### src/rtl/ternary_sched_pkg.sv
// Shared types and constants for the ternary multiplier scheduler.
// Optional feature macro used by the top: TERNARY_SCHED_PERF_EN.
package ternary_pkg;

    // Default configuration: 14-element inputs, 7 output rows,
    // 2-bit weights packed into 16-bit load beats.
    localparam int DEF_MAX_IN_LEN  = 14;
    localparam int DEF_MAX_OUT_LEN = 7;
    localparam int DEF_LOAD_BEATS  = 13;
    localparam int DEF_PIPE_LAT    = 1;

    // Command opcodes carried on cmd_op.
    localparam logic OP_LOAD = 1'b0;
    localparam logic OP_MULT = 1'b1;

    typedef enum logic [2:0] {
        ST_IDLE  = 3'd0,
        ST_LOAD  = 3'd1,
        ST_MWAIT = 3'd2,
        ST_MULT  = 3'd3,
        ST_DRAIN = 3'd4
    } state_t;

    // Beats needed to stream a full ternary weight matrix (2 bits/weight).
    function automatic int beats_for(input int in_len, input int out_len);
        return (2 * in_len * out_len + 15) / 16;
    endfunction

endpackage

### src/rtl/ternary_sched_if.sv
// Command and input-beat handshake bundle for ternary_sched.
// master = command/data source, slave = scheduler.
interface ternary_sched_if;
    logic cmd_valid;
    logic cmd_op;
    logic cmd_ready;
    logic in_valid;
    logic in_ready;

    modport master (
        output cmd_valid, cmd_op, in_valid,
        input  cmd_ready, in_ready
    );

    modport slave (
        input  cmd_valid, cmd_op, in_valid,
        output cmd_ready, in_ready
    );
endinterface

### src/rtl/ternary_sched_vdly.sv
// Fixed-latency valid delay line matching the multiplier result latency.
module ternary_sched_vdly #(
    parameter int LAT = 1
) (
    input  logic clk,
    input  logic rst,
    input  logic in_vld,
    output logic out_vld
);

    logic [LAT-1:0] vld_pipe;

    // Shift the enable through LAT flops; reset flushes anything in flight.
    always_ff @(posedge clk) begin
        if (rst) begin
            vld_pipe <= '0;
        end else begin
            vld_pipe[0] <= in_vld;
            for (int i = 1; i < LAT; i++) begin
                vld_pipe[i] <= vld_pipe[i-1];
            end
        end
    end

    assign out_vld = vld_pipe[LAT-1];

endmodule

### src/rtl/ternary_sched.sv
// Ternary multiplier scheduler: sequences weight loads and per-vector
// multiply passes over MAX_OUT_LEN rows, then drains the result pipeline.
// Optional: define TERNARY_SCHED_PERF_EN to add a saturating perf_cnt of
// completed multiply vectors.
module ternary_sched
    import ternary_pkg::*;
#(
    parameter int MAX_IN_LEN  = DEF_MAX_IN_LEN,
    parameter int MAX_OUT_LEN = DEF_MAX_OUT_LEN,
    parameter int LOAD_BEATS  = DEF_LOAD_BEATS,
    parameter int PIPE_LAT    = DEF_PIPE_LAT
) (
    input  logic              clk,
    input  logic              rst,
    ternary_sched_if.slave    bus,
    output logic              load_en,
    output logic [3:0]        load_idx,
    output logic              mult_en,
    output logic [2:0]        row,
    output logic              out_valid,
    output logic              busy,
    output logic              done,
    output logic              err,
    output logic              weights_ok
`ifdef TERNARY_SCHED_PERF_EN
   ,output logic [15:0]       perf_cnt
`endif
);

    // A weight beat count that cannot hold the matrix is a build error.
    if (LOAD_BEATS != beats_for(MAX_IN_LEN, MAX_OUT_LEN)) begin : g_cfg_err
        $error("ternary_sched: LOAD_BEATS does not match MAX_IN_LEN x MAX_OUT_LEN");
    end

    state_t     state, state_nxt;
    logic [2:0] drain_cnt;
    logic       cmd_rdy, in_rdy;
    logic       cmd_fire, beat_fire;
    logic       load_last, row_last, drain_last;

    assign cmd_fire   = bus.cmd_valid && cmd_rdy;
    assign beat_fire  = bus.in_valid && in_rdy;
    assign load_last  = (load_idx  == 4'(LOAD_BEATS - 1));
    assign row_last   = (row       == 3'(MAX_OUT_LEN - 1));
    assign drain_last = (drain_cnt == 3'(PIPE_LAT - 1));

    assign bus.cmd_ready = cmd_rdy;
    assign bus.in_ready  = in_rdy;
    assign busy          = (state != ST_IDLE);

    // State register.
    always_ff @(posedge clk) begin
        if (rst) state <= ST_IDLE;
        else     state <= state_nxt;
    end

    // Next-state and handshake/strobe decode.
    always_comb begin
        state_nxt = state;
        cmd_rdy   = 1'b0;
        in_rdy    = 1'b0;
        load_en   = 1'b0;
        mult_en   = 1'b0;
        case (state)
            ST_IDLE: begin
                cmd_rdy = 1'b1;
                if (cmd_fire) begin
                    if (bus.cmd_op == OP_LOAD) state_nxt = ST_LOAD;
                    else if (weights_ok)       state_nxt = ST_MWAIT;
                end
            end
            ST_LOAD: begin
                in_rdy  = 1'b1;
                load_en = bus.in_valid;
                if (beat_fire && load_last) state_nxt = ST_IDLE;
            end
            ST_MWAIT: begin
                in_rdy = 1'b1;
                if (beat_fire) state_nxt = ST_MULT;
            end
            ST_MULT: begin
                mult_en = 1'b1;
                if (row_last) state_nxt = ST_DRAIN;
            end
            ST_DRAIN: begin
                if (drain_last) state_nxt = ST_IDLE;
            end
            default: state_nxt = ST_IDLE;
        endcase
    end

    // Index counters, weight-resident flag and completion/error pulses.
    always_ff @(posedge clk) begin
        if (rst) begin
            load_idx   <= '0;
            row        <= '0;
            drain_cnt  <= '0;
            weights_ok <= 1'b0;
            done       <= 1'b0;
            err        <= 1'b0;
        end else begin
            done <= 1'b0;
            err  <= 1'b0;
            case (state)
                ST_IDLE: begin
                    if (cmd_fire) begin
                        if (bus.cmd_op == OP_LOAD) begin
                            load_idx   <= '0;
                            weights_ok <= 1'b0;
                        end else if (!weights_ok) begin
                            err <= 1'b1;
                        end
                    end
                end
                ST_LOAD: begin
                    if (beat_fire) begin
                        if (load_last) begin
                            weights_ok <= 1'b1;
                            done       <= 1'b1;
                        end else begin
                            load_idx <= load_idx + 4'd1;
                        end
                    end
                end
                ST_MWAIT: begin
                    if (beat_fire) row <= '0;
                end
                ST_MULT: begin
                    drain_cnt <= '0;
                    if (!row_last) row <= row + 3'd1;
                end
                ST_DRAIN: begin
                    if (drain_last) done <= 1'b1;
                    else            drain_cnt <= drain_cnt + 3'd1;
                end
                default: ;
            endcase
        end
    end

    ternary_sched_vdly #(.LAT(PIPE_LAT)) u_vdly (
        .clk     (clk),
        .rst     (rst),
        .in_vld  (mult_en),
        .out_vld (out_valid)
    );

`ifdef TERNARY_SCHED_PERF_EN
    // Count finished multiply vectors, sticking at all-ones.
    always_ff @(posedge clk) begin
        if (rst)
            perf_cnt <= '0;
        else if (state == ST_DRAIN && drain_last && perf_cnt != 16'hFFFF)
            perf_cnt <= perf_cnt + 16'd1;
    end
`endif

endmodule

### src/flat_wrapper.sv
// flat-port wrapper written by rule: the top's interface ports become plain ports
module ternary_sched_flat import ternary_pkg::*;
#(
    parameter int MAX_IN_LEN  = DEF_MAX_IN_LEN,
    parameter int MAX_OUT_LEN = DEF_MAX_OUT_LEN,
    parameter int LOAD_BEATS  = DEF_LOAD_BEATS,
    parameter int PIPE_LAT    = DEF_PIPE_LAT
)
  (clk, rst, load_en, load_idx, mult_en, row, out_valid, busy, done, err, weights_ok, bus_cmd_valid, bus_cmd_op, bus_in_valid, bus_cmd_ready, bus_in_ready);
  ternary_sched_if bus_i ();
  input  logic clk;
  input  logic rst;
  output logic load_en;
  output logic [3:0] load_idx;
  output logic mult_en;
  output logic [2:0] row;
  output logic out_valid;
  output logic busy;
  output logic done;
  output logic err;
  output logic weights_ok;
  input wire logic [$bits(bus_i.cmd_valid)-1:0] bus_cmd_valid;
  input wire logic [$bits(bus_i.cmd_op)-1:0] bus_cmd_op;
  input wire logic [$bits(bus_i.in_valid)-1:0] bus_in_valid;
  output wire logic [$bits(bus_i.cmd_ready)-1:0] bus_cmd_ready;
  output wire logic [$bits(bus_i.in_ready)-1:0] bus_in_ready;
  assign bus_i.cmd_valid = bus_cmd_valid;
  assign bus_i.cmd_op = bus_cmd_op;
  assign bus_i.in_valid = bus_in_valid;
  assign bus_cmd_ready = bus_i.cmd_ready;
  assign bus_in_ready = bus_i.in_ready;
  ternary_sched #(.MAX_IN_LEN(MAX_IN_LEN), .MAX_OUT_LEN(MAX_OUT_LEN), .LOAD_BEATS(LOAD_BEATS), .PIPE_LAT(PIPE_LAT)) u_core (.clk(clk), .rst(rst), .bus(bus_i), .load_en(load_en), .load_idx(load_idx), .mult_en(mult_en), .row(row), .out_valid(out_valid), .busy(busy), .done(done), .err(err), .weights_ok(weights_ok));
endmodule
### config.mk
export PLATFORM = sky130hd
export DESIGN_NAME = ternary_sched_flat
export DESIGN_NICKNAME = d
export VERILOG_FILES = /design/src/rtl/ternary_sched_pkg.sv /design/src/rtl/ternary_sched_if.sv /design/src/rtl/ternary_sched_vdly.sv /design/src/rtl/ternary_sched.sv /design/src/flat_wrapper.sv
export SDC_FILE = /design/constraint.sdc
export NUM_CORES = 1
export LEC_CHECK = 0
export ABC_AREA = 1
export CORE_UTILIZATION = 35
export CTS_CLUSTER_SIZE = 14
export DETAILED_ROUTE_END_ITERATION = 10
export DONT_BUFFER_PORTS = 1
export PLACE_DENSITY = 0.58
export SYNTH_ARGS = -nofsm -noshare
export SYNTH_HDL_FRONTEND = slang
export SYNTH_HIERARCHICAL = 1
export SYNTH_SLANG_ARGS = --single-unit
export TNS_END_PERCENT = 100
### constraint.sdc
create_clock -name clk -period 1.94 [get_ports clk]
set_clock_uncertainty 0.15 [all_clocks]
set_input_delay 0.388 -clock clk [delete_from_list [all_inputs] [get_ports clk]]
set_output_delay 0.388 -clock clk [all_outputs]
set_load 0.005 [all_outputs]
==> parameters.txt <==
Parameter                              Value

Floorplan
  Overall die width    57.22 um
  Total die area    3274 um2
  Initial Utilization    37.73%
  Count of standard-cell rows    19
  Core box area    2829 um2
  Die height    57.22 um
  Total I/O pin count    21

Timing
  Final sum of negative setup slack    0 ns
  RSZ-0062 raised after global routing    no
  Total count of hold-check failures in the final report    0
  Final worst path period need    1.809 ns
  Transition time at the pin with the least slew margin    0.4224 ns
  Final worst-path cycle share    93.25%
  Worst-case hold slack    0.1136 ns
  Count of endpoints failing setup in the final report    0
  Fmax    552.8 MHz
  Number of max-slew violations in the final report    0
  Worst relative slew slack    71.75%

Clocking
  H-tree depth reported by CTS    1
  Count of clock tree sinks    17
  Clock transition at the register clock pins on the worst setup and hold paths after CTS    0.11 ns
  Number of buffers created by CTS    3
  Post-CTS setup repair buffer count    0
  CTS root buf    clkbuf_4
  CTS tree    yes
  Clock Latency Late Sink    0.29 ns
  Deepest clock path buffer count    2

Worst setup path
  CP Class    flip-flop to output port
  Kind of start point of the critical path    flip-flop
  Worst path buffer plus inverter count    1
  Max stage delay on crit path    0.42 ns
  Reg-to-reg slack, setup    0.28 ns
  Worst setup EP type    output port
  Arrival @ worst endpoint    1.27 ns
  Worst R2R Start    u_core/state[1]
  CP required    1.40 ns
  Category of cells accounting for the largest share of critical-path delay    flip-flops
  Reg2Reg Depth    7
  Cell with the largest stage delay on the worst path    dfxtp_1
  Crit path max fanout    10
  Cell breakdown of the critical path    inv_1 > nand3_2 > nor2_1
  R2R Path End    u_core/load_idx[1]

Yosys
  Cell count after synthesis    157
  Yosys warnings    6
  Post-Synthesis Cell Area    1067 um2
  Cell type with the largest total area after synthesis    dfxtp_1
  Syn Area/Cell    6.798 um2
  Register bit count reported by yosys    17
  Synthesized net count    168
  Count of cell types in the netlist    23
  Proportion of netlist area held by the largest area contributor    31.89%
  Synth top area cells    dfxtp_1, nand2_1, inv_1
  Share of synthesized area occupied by flip-flops and latches    31.89%

Placed design
  Post-DP HPWL    1.690 mm
  Placed instance count    185
  Area of placed instances    1084 um2
  Number of port buffers    0
  Routability-driven placement congestion ratio    0.7886

Global routing
  Global routing met2 resource utilization    24.37%
  Global-route congestion overflow total    0
  Global routing's busiest layer    met2
  Number of global-route vias before repair    899
  All-layer global routing usage    15.12%
  Met1 track demand over resource    19.44%
  Number of antenna violations at the first check in global routing    0
  Fraction of met3 tracks used by global routing    3.628%
  First-pass GRT wire length    3.767 mm
  Largest net degree at the start of global routing    11

Worst hold path
  Hold endpoint    u_core/err
  Hold_sp    bus_cmd_valid
  Type of the tightest min-delay check    input pin to flip-flop
  Hold path cells    2

Power and ir drop
  VDD IR max    0.0004848 V
  Cell area power density    1119 nW/um2
  Lkg Pwr    0.0005241 uW

Outcome
  Violated checks    DRC
  Run status    complete, but fails checks

Detailed routing
  Detailed Routing Iterations Pass 1    10
  Per-cell via count in the routed design    4.937
  Final Routed Wirelength    2.240 mm
  DRC violations left    2
  Count of vias placed by the detailed router    938
  Iter 0 DRT Violations    36
  Final ANT Viol Nets    0
  Wire length per cell    11.79 um

Final layout
  Number of standard cells in the layout, taps in and fillers out    190
  Layout cell share with drive strength beyond 1    14.47%
  Number of antenna diodes    0
  Net count reported at finish    171
  Utilization after layout    39.85%
  Layout-stage area growth over the synthesis result    5.627%
  Post-layout instance area    1127 um2

Run
  Max capacitance violation total    0
-- flip-flops by register name, indices dropped and copies added (netlist names) --
register,cells
u_core/done,1
u_core/load_idx,4
u_core/err,1
u_core/weights_ok,1
u_core/u_vdly/out_vld,1
u_core/drain_cnt,3
u_core/state,3
u_core/row,3
-- layout make-up --
cell class	count	area, um2
Clock buffer	3	22.52
Multi-Input combinational cell	110	608.1
Sequential cell	17	341.6
Timing Repair Buffer	1	10.01
Inverter	27	101.3
Fill cell	305	1702
Clock inverter	1	5.005
Tap cell	31	38.79
-- synthesized netlist by cell type --
master	number
buf_6	1
buf_1	1
ha_1	6
nand2_1	33
a21boi_4	1
nor3_1	3
dfxtp_1	17
nor2_1	20
nor2_2	3
o21a_1	1
nand2_2	4
nand3_1	13
nand4_1	2
inv_2	2
xnor2_1	1
nand3_2	3
nor3_2	1
a21oi_1	11
o21ai_0	4
nor2_4	3
xor2_1	1
inv_1	25
buf_4	1
-- cells by family after synthesis --
family / after synthesis / share of synthesized area, %
AO/OA/AOI/OAI: 17 / 9.496
flip-flops: 17 / 31.89
AND/OR/NAND/NOR: 85 / 38.33
adder cells (fa/ha/maj): 6 / 7.034
buffers and inverters: 30 / 11.61
XOR/XNOR: 2 / 1.642
-- report_power, final --
group          switching (uW)  internal [uW]
registers                97.1            413
clock network             118           76.7
logic                     363            193
total                     579            683
-- routing by layer --
metal | vias to the layer above | routed length, um
met3 | 2 | 125
met4 | 0 | 13
met1 | 418 | 1048
li1 | 497 | -
met5 | - | 0
met2 | 21 | 1053
-- metrics by stage --
stage	power (uW)	setup WS, ns
4_1_cts	1266	0.006137
5_1_grt	1388	0.04789
3_3_place_gp	1051	0.3565
3_5_place_dp	1063	0.3242
6_report	1261	0.1309
2_1_floorplan	970.7	0.4817
-- what timing repair did --
action / in CTS / in global routing
endpoints found under the hold margin: 9 / 0
resized for setup: 0 / 2
hold buffers: 1 / 0
setup endpoints to repair: 0 / 2
-- cell usage in the layout (no fill, tap or decap), types with 3 or more instances in the layout --
cell type,synthesis,layout
clkbuf_4,0,3
nor2_2,3,3
o21ai_0,4,4
nand2_2,4,4
dfxtp_1,17,16
ha_1,6,6
inv_1,25,25
nand3_1,13,12
nand3_2,3,4
a21oi_1,11,11
nor2_1,20,20
nor2_4,3,3
nor3_1,3,3
nand2_1,33,33
-- worst max path at each step --
stage | start | end | slack, ns | depth (start not counted)
CTS | u_core/state[2] | bus_in_ready | 0.006 | 3
global placement | u_core/state[2] | bus_in_ready | 0.36 | 3
finish | u_core/state[1] | load_en | 0.13 | 3
detailed placement | u_core/load_idx[0] | u_core/load_idx[1] | 0.32 | 10
floorplan | u_core/load_idx[0] | u_core/load_idx[0] | 0.48 | 10
global route | u_core/state[1] | load_en | 0.05 | 3
(Power assumes the default switching activity.)
